## config.mk

```make
export PLATFORM = sky130hd
export DESIGN_NAME = rq_byte_lane_sequencer
export DESIGN_NICKNAME = d
export VERILOG_FILES = /design/src/rtl/rq_unpack_pkg.sv /design/src/rtl/mux_4i8_o1.sv /design/src/rtl/rq_byte_lane_sequencer.sv
export SDC_FILE = /design/constraint.sdc
export NUM_CORES = 1
export LEC_CHECK = 0
export CAP_MARGIN = 20
export CORE_AREA = 2 2 72 74
export DETAILED_ROUTE_END_ITERATION = 16
export DIE_AREA = 0 0 74 76
export PLACE_DENSITY = 0.82
export SYNTH_ARGS = -nofsm -noshare
export SYNTH_HDL_FRONTEND = slang
export SYNTH_HIERARCHICAL = 1
export SYNTH_SLANG_ARGS = --single-unit
```

## constraint.sdc

```tcl
create_clock -name clk -period 3.5 [get_ports clk]
set_input_delay 0.35 -clock clk [delete_from_list [all_inputs] [get_ports clk]]
set_output_delay 0.35 -clock clk [all_outputs]
set_load 0.005 [all_outputs]
```

## src/rtl/rq_unpack_pkg.sv

```systemverilog
// rq_unpack_pkg: shared types and lane geometry for the Rq byte unpack path
package rq_unpack_pkg;
  typedef enum logic [1:0] {ST_IDLE, ST_LOAD, ST_EMIT} seq_state_t;
  localparam int LANES = 4;
  localparam int LANE_W = 8;
endpackage

```

## src/rtl/mux_4i8_o1.sv

```systemverilog
// mux_4i8_o1: 4-input byte mux, sel=0 picks i0 (the low byte of a packed word)
module mux_4i8_o1
  import rq_unpack_pkg::*;
(
  input  logic [LANE_W-1:0] i3,
  input  logic [LANE_W-1:0] i2,
  input  logic [LANE_W-1:0] i1,
  input  logic [LANE_W-1:0] i0,
  input  logic [1:0]        sel,
  output logic [LANE_W-1:0] o
);
  always_comb o = sel == 2'd3 ? i3 : sel == 2'd2 ? i2 : sel == 2'd1 ? i1 : i0;
endmodule

```

## src/rtl/rq_byte_lane_sequencer.sv

```systemverilog
// rq_byte_lane_sequencer: serialises 32-bit packed words into a LEN-byte frame, lane 0 first
module rq_byte_lane_sequencer
  import rq_unpack_pkg::*;
#(
  parameter int LEN_W = 11
) (
  input  logic             clk,
  input  logic             rst,
  input  logic             start,
  input  logic [LEN_W-1:0] len,
  output logic             busy,
  output logic             done,
  input  logic [31:0]      word_in,
  input  logic             word_valid,
  output logic             word_ready,
  output logic [7:0]       byte_out,
  output logic             byte_valid,
  input  logic             byte_ready,
  output logic             byte_last,
  output logic [1:0]       lane_sel
);
  seq_state_t       state, state_nx;
  logic [31:0]      hold;
  logic [LEN_W-1:0] remaining;
  logic             fire, final_byte, last_lane;
  assign fire       = state == ST_EMIT && byte_ready;
  assign final_byte = remaining == LEN_W'(1);
  assign last_lane  = lane_sel == 2'(LANES - 1);
  always_ff @(posedge clk or posedge rst)
    if (rst) state <= ST_IDLE;
    else     state <= state_nx;
  always_comb
    state_nx = state == ST_IDLE ? ((start && len != '0) ? ST_LOAD : ST_IDLE) :
               state == ST_LOAD ? (word_valid ? ST_EMIT : ST_LOAD) :
               state == ST_EMIT ? (!fire ? ST_EMIT : final_byte ? ST_IDLE :
                                   last_lane ? ST_LOAD : ST_EMIT) :
               ST_IDLE;
  always_comb begin
    busy       = state != ST_IDLE;
    word_ready = state == ST_LOAD;
    byte_valid = state == ST_EMIT;
    byte_last  = state == ST_EMIT && final_byte;
  end
  // Partial final words need no special case: the exit at remaining==1 drops the upper lanes.
  always_ff @(posedge clk or posedge rst)
    if (rst) begin
      hold      <= '0;
      lane_sel  <= '0;
      remaining <= '0;
      done      <= 1'b0;
    end else begin
      done <= (state == ST_IDLE && start && len == '0) || (fire && final_byte);
      if (state == ST_IDLE && start && len != '0) begin
        remaining <= len;
        lane_sel  <= '0;
      end
      if (state == ST_LOAD && word_valid) begin
        hold     <= word_in;
        lane_sel <= '0;
      end
      if (fire) begin
        remaining <= remaining - LEN_W'(1);
        if (!final_byte && !last_lane) lane_sel <= lane_sel + 2'd1;
      end
    end
  mux_4i8_o1 u_mux (
    .i3 (hold[31:24]),
    .i2 (hold[23:16]),
    .i1 (hold[15:8]),
    .i0 (hold[7:0]),
    .sel(lane_sel),
    .o  (byte_out)
  );
endmodule
```

Yosys cells after proc, flatten, opt, wreduce, memory -nomap -nowiden

Cells that the tools add are included.

Input bits: 48
Memory bits (read-only): 0
Latch bits: 0
Memories kept: 0
Bits in writable memories: 0
Word-level logic and storage cells: 47
Register bits after elaboration: 48

Equal/unequal tests: 6
Multiply operators: 0
Reductions and logical operators: 17
Bitwise logic cells: 0
Add/sub/neg operators: 2
Shift-type cells: 0
Multiplexer cells: 17
Divide/modulo/power cells: 0
Order comparisons: 0

Operator list:

| kind                    | number |
|---|---|
| $mux W8                 | 3 |
| $mux W11                | 2 |
| $mux W2                 | 11 |
| $eq A11 B1 Y1 const B   | 1 |
| $logic_not A11 Y1       | 1 |
| $reduce_bool A11 Y1     | 1 |
| $sub A11 B1 Y11 const B | 1 |
| $logic_and A1 B1 Y1     | 9 |
| $eq A2 B2 Y1 const B    | 3 |
| $eq A2 B1 Y1 const B    | 2 |
| $reduce_bool A2 Y1      | 2 |
| $add A2 B1 Y2 const B   | 1 |
| $logic_not A1 Y1        | 2 |
| $logic_not A2 Y1        | 1 |
| $logic_or A1 B1 Y1      | 1 |
| $mux W1                 | 1 |

Longest topological paths before layout

Depth after elaboration: 7
Mapped depth: 6
Depth with buffers taken out: 6

Cells and area by module

Netlist, hierarchy kept.

Modules (own cells, without submodules):

| module                 | instances | area an instance (um2) | sequential area each (um2) | cells each |
|---|---|---|---|---|
| rq_byte_lane_sequencer | 1         | 2135.8                 | 1201.2                     | 171 |
| mux_4i8_o1             | 1         | 196.4                  | 0.0                        | 10 |

Least setup slack after synthesis

Ideal clock, no wire load.

Path kind: input-to-reg
Start: in len[2]
End: reg lane_sel[0]
Path buffers: 0
Arrival: 1601 ps
Setup slack: 1821 ps
Stages: 4
Path through: or4_4 -> o31a_1 -> a2111oi_2 -> o21bai_1

Longest elaborated chain between the ends: 6

Ends and longest elaborated chain:

| element                 | RTL line                     | text |
|---|---|---|
| start: declaration      | rq_byte_lane_sequencer.sv:10 | `input logic [LEN_W-1:0] len,` |
| $reduce_bool A11 Y1 (*) | rq_byte_lane_sequencer.sv:53 | `if (state == ST_IDLE && start && len != '0) begin` |
| $logic_and A1 B1 Y1 (*) | rq_byte_lane_sequencer.sv:53 |  |
| $mux W2 (*)             | rq_byte_lane_sequencer.sv:53 |  |
| $mux W2 (*)             | rq_byte_lane_sequencer.sv:57 | `if (state == ST_LOAD && word_valid) begin` |
| $mux W2                 | rq_byte_lane_sequencer.sv:63 | `if (!final_byte && !last_lane) lane_sel <= lane_sel + 2'd1;` |
| $mux W2 (*)             | rq_byte_lane_sequencer.sv:61 | `if (fire) begin` |
| end signal: assignment  | rq_byte_lane_sequencer.sv:63 |  |
| end: declaration        | rq_byte_lane_sequencer.sv:20 | `output logic [1:0] lane_sel` |

Mark *: on every way between the ends. The rest lies on a longest branch, timed or not.
A chain may end at the register's enable or synchronous reset.

Worst setup path in the final report

Start: reg remaining[2]
End: out byte_last

Longest elaborated chain between the ends: 2

Ends and longest elaborated chain:

| element                  | RTL line                     | text |
|---|---|---|
| start: declaration       | rq_byte_lane_sequencer.sv:24 | `logic [LEN_W-1:0] remaining;` |
| start signal: assignment | rq_byte_lane_sequencer.sv:54 | `remaining <= len;` |
| start signal: assignment | rq_byte_lane_sequencer.sv:62 | `remaining <= remaining - LEN_W'(1);` |
| $eq A11 B1 Y1            | rq_byte_lane_sequencer.sv:27 | `assign final_byte = remaining == LEN_W'(1);` |
| $logic_and A1 B1 Y1      | rq_byte_lane_sequencer.sv:42 | `byte_last = state == ST_EMIT && final_byte;` |
| end: declaration         | rq_byte_lane_sequencer.sv:19 | `output logic byte_last,` |

No other way between the ends.

==> results.py <==
metrics = {
    "outcome": {
        "outcome": "finished clean",
    },
    "clock_network": {
        "cts_setup_buffers": 0,
        "cts.clk_slew.worst_paths_ps": 90,
        "clock_latency_ps": 300,
        "cts_max_path_buffers": 2,
        "numCtsBuffers": 5,
        "cts_root_buf": "clkbuf_8",
        "ctsHoldBuffers": 0,
        "htreeDepth": 2,
        "cts_tree": "done",
        "cts_resized": 0,
        "clock_sinks": 48,
    },
    "floorplanning": {
        "core_mm2": 0.004912,
        "start_util": 0.4748,
        "ios": 63,
        "die_w_um": 74,
        "rows": 26,
        "dieArea_mm2": 0.005624,
        "dieHeight_um": 76,
    },
    "sta": {
        "timing.setup.tns_ps": 0,
        "hold_viol_final": 0,
        "setup_viol": 0,
        "maxSlewHeadroom": 0.5507,
        "slew_viol_final": 0,
        "holdWs_ps": 266.2,
        "rsz0062_at_grt": "false",
        "fmax_mhz": 393.6,
        "finClkSkew_ps": 11.13,
        "fin_crit_sh": 0.7258,
        "fin_crit_ps": 2540,
        "worst_pin_slew_ps": 673.9,
    },
    "synth": {
        "synth-compound-area-share": 0.07350,
        "yosys.area_share.simple": 0.1105,
        "yosysSeqAreaShare": 0.5150,
        "synth_ff_type": "dfrtp_1",
        "synth_top_family_by_area": "multiplexers",
        "ys_ff_latch": 48,
        "synth_enable_flop_cells": 0,
        "synthXorXnorAreaFrac": 0.01502,
        "synthMuxAreaShare": 0.2366,
        "synth_nets": 232,
        "syn_area_per_cell_um2": 12.89,
        "synthCells": 181,
        "yosysUniqueCellTypes": 43,
        "yosysMostFrequentCell": "dfrtp_1",
        "synth_top_cells_by_area": "dfrtp_1 (52%), mux2_2 (16%), mux4_2 (7.7%), nand2_1 (2.3%), ha_1 (1.6%)",
        "ys_warn_count": 6,
        "synth_top_cell_by_area": "dfrtp_1",
        "yosys.area_share.adder": 0.01609,
        "async_reset_ff_frac": 1.000,
        "ys_top_cells_by_count": "dfrtp_1 (48), mux2_2 (33), nand2_1 (14)",
        "syn_area_mm2": 0.002332,
        "synth_top_cell_area_share": 0.5150,
    },
    "finish": {
        "n_fill_cell": 411,
        "syn_to_final_growth_pct": 33.85,
        "fin_cells": 315,
        "layout-drive-gt1-share": 0.2367,
        "insertedDiodeCount": 0,
        "regArea_mm2": 0.001201,
        "final_area_mm2": 0.003122,
        "multiInputGateArea_mm2": 0.001054,
        "layout.nets": 295,
    },
    "setup_path": {
        "arrival_ps": 2190,
        "critPathCaptureType": "primary output",
        "cp-start-kind": "flop",
        "cp.required_ps": 3150,
        "path_max_fanout": 7,
        "critPathKind": "reg -> out",
        "max_stage_delay_ps": 520,
        "crit_slowest_cell": "clkdlybuf4s50_1",
        "path_cells": "nor3_2 > nand4_1 > nor2_1 > clkdlybuf4s50_1",
        "r2r_setup_slack_ps": 1500,
    },
    "power_and_ir_drop": {
        "pwr-share-comb": 0.413,
        "vdd_ir_drop_max_mv": 0.2884,
        "p_switching_w": 0.0007213,
        "p_total_w": 0.002335,
        "internal_power_w": 0.001614,
        "pwr-share-seq": 0.441,
        "powerDensity_mw_per_mm2": 748.1,
        "clockPowerShare": 0.146,
        "leakage_nw": 1.237,
        "switching_share": 0.3089,
    },
    "global_route": {
        "antenna_found_initial": 0,
        "grt.total_usage": 0.1800,
        "grt_pass1_wl_mm": 7.921,
        "grt-ovfl-total": 0,
        "first_global_vias": 1674,
        "grt_max_degree": 49,
    },
    "detailed_routing": {
        "drtIter0Drc": 92,
        "num_vias": 1675,
        "wirelength_mm": 4.818,
        "routedWlPerCell_um": 15.30,
        "drt-vias-per-instance": 5.317,
        "firstDrtPassIters": 4,
        "drcViolationCount": 0,
        "ant_nets": 0,
    },
    "job": {
        "maxCapViolations": 0,
    },
    "placed_design": {
        "numPortBuffers": 62,
        "dpl_cell_area_mm2": 0.003004,
        "dp_cells": 306,
        "place.gp.congestion": 0.8366,
        "dpl.hpwl_mm": 3.440,
    },
    "hold_path": {
        "hp-class": "in -> async",
    },
}
[per-stage QoR]
step / util / worst slack [ps]
2_1_floorplan: - / 1821
3_3_place_gp: 0.6116 / 1211
3_5_place_dp: 0.6116 / 1142
4_1_cts: 0.6314 / 962.7
5_1_grt: 0.6355 / 809.5
6_report: 0.6355 / 959.5
[worst max-delay path, delay by kind of cell, from the launching register on]
family	cells	cell delay, ps
and+or+nand+nor	3	940
buffers and inverters	1	520
DFF	1	440
[worst paths after layout]
check	from	to	depth (start not counted)
worst max-delay path	remaining[2]	byte_last	4
worst min-delay path	rst	hold[0]	2
worst max register to register	state[1]	remaining[10]	5
worst min register to register	hold[16]	hold[16]	1
max in group asynchronous	rst	hold[22]	3
min in group clk	hold[16]	hold[16]	1
[routing by layer]
metal / GRT usage / vias to the layer above / wire, µm
li1: - / 802 / -
met4: 0.05455 / 0 / 50
met3: 0.03175 / 5 / 295
met1: 0.2628 / 812 / 2222
met2: 0.2741 / 56 / 2249
met5: 0 / - / 0
[flip-flops by register name, indices dropped and copies added, names as in the netlist]
| signal | flops |
|---|---|
| hold | 32 |
| lane_sel | 2 |
| state | 2 |
| done | 1 |
| remaining | 11 |
[final cells by class]
cell class                 instances  share of cell area
clock buffer                       6             0.02645
clock inverter                     2            0.004810
inverter                           7            0.008417
multi-input combinational        117              0.3375
sequential                        48              0.3848
tap                               70             0.02806
timing repair buffer              65              0.2100
[logic make-up after synthesis]
family | Yosys count
fa+ha+maj | 3
compound gates | 23
buf+inv | 16
xor+xnor | 4
simple gates | 46
flops | 48
mux | 41
[power groups by stage]
| stage | clock [W] | sequential [W] | combinational [W] |
|---|---|---|---|
| after floorplan | 0 | 0.000958 | 0.000663 |
| after global placement | 0 | 0.00103 | 0.000946 |
| after detailed placement | 0 | 0.00104 | 0.000968 |
| after CTS | 0.000356 | 0.00103 | 0.000970 |
| after global routing | 0.000377 | 0.00107 | 0.00106 |
| final | 0.000341 | 0.00103 | 0.000965 |
[layout by cell type, fill, tap and decap left out, types with 2 or more instances in the layout]
master and count:
dfrtp_1 48, nand2_1 14, o311ai_0 4, clkbuf_8 6
nor3_1 3, o21ai_0 7, clkinvlp_4 2, ha_1 3
inv_1 6, nor3b_1 2, xor2_1 2, xnor2_1 2
nor2_1 4, a31oi_1 2, buf_4 2, nand3_1 5
or4_1 2, or4_4 2, clkdlybuf4s50_1 62, nor2b_1 2
mux4_2 8, mux2_2 33, nand4_1 3
Note: power is estimated with default switching activity, not from simulation.
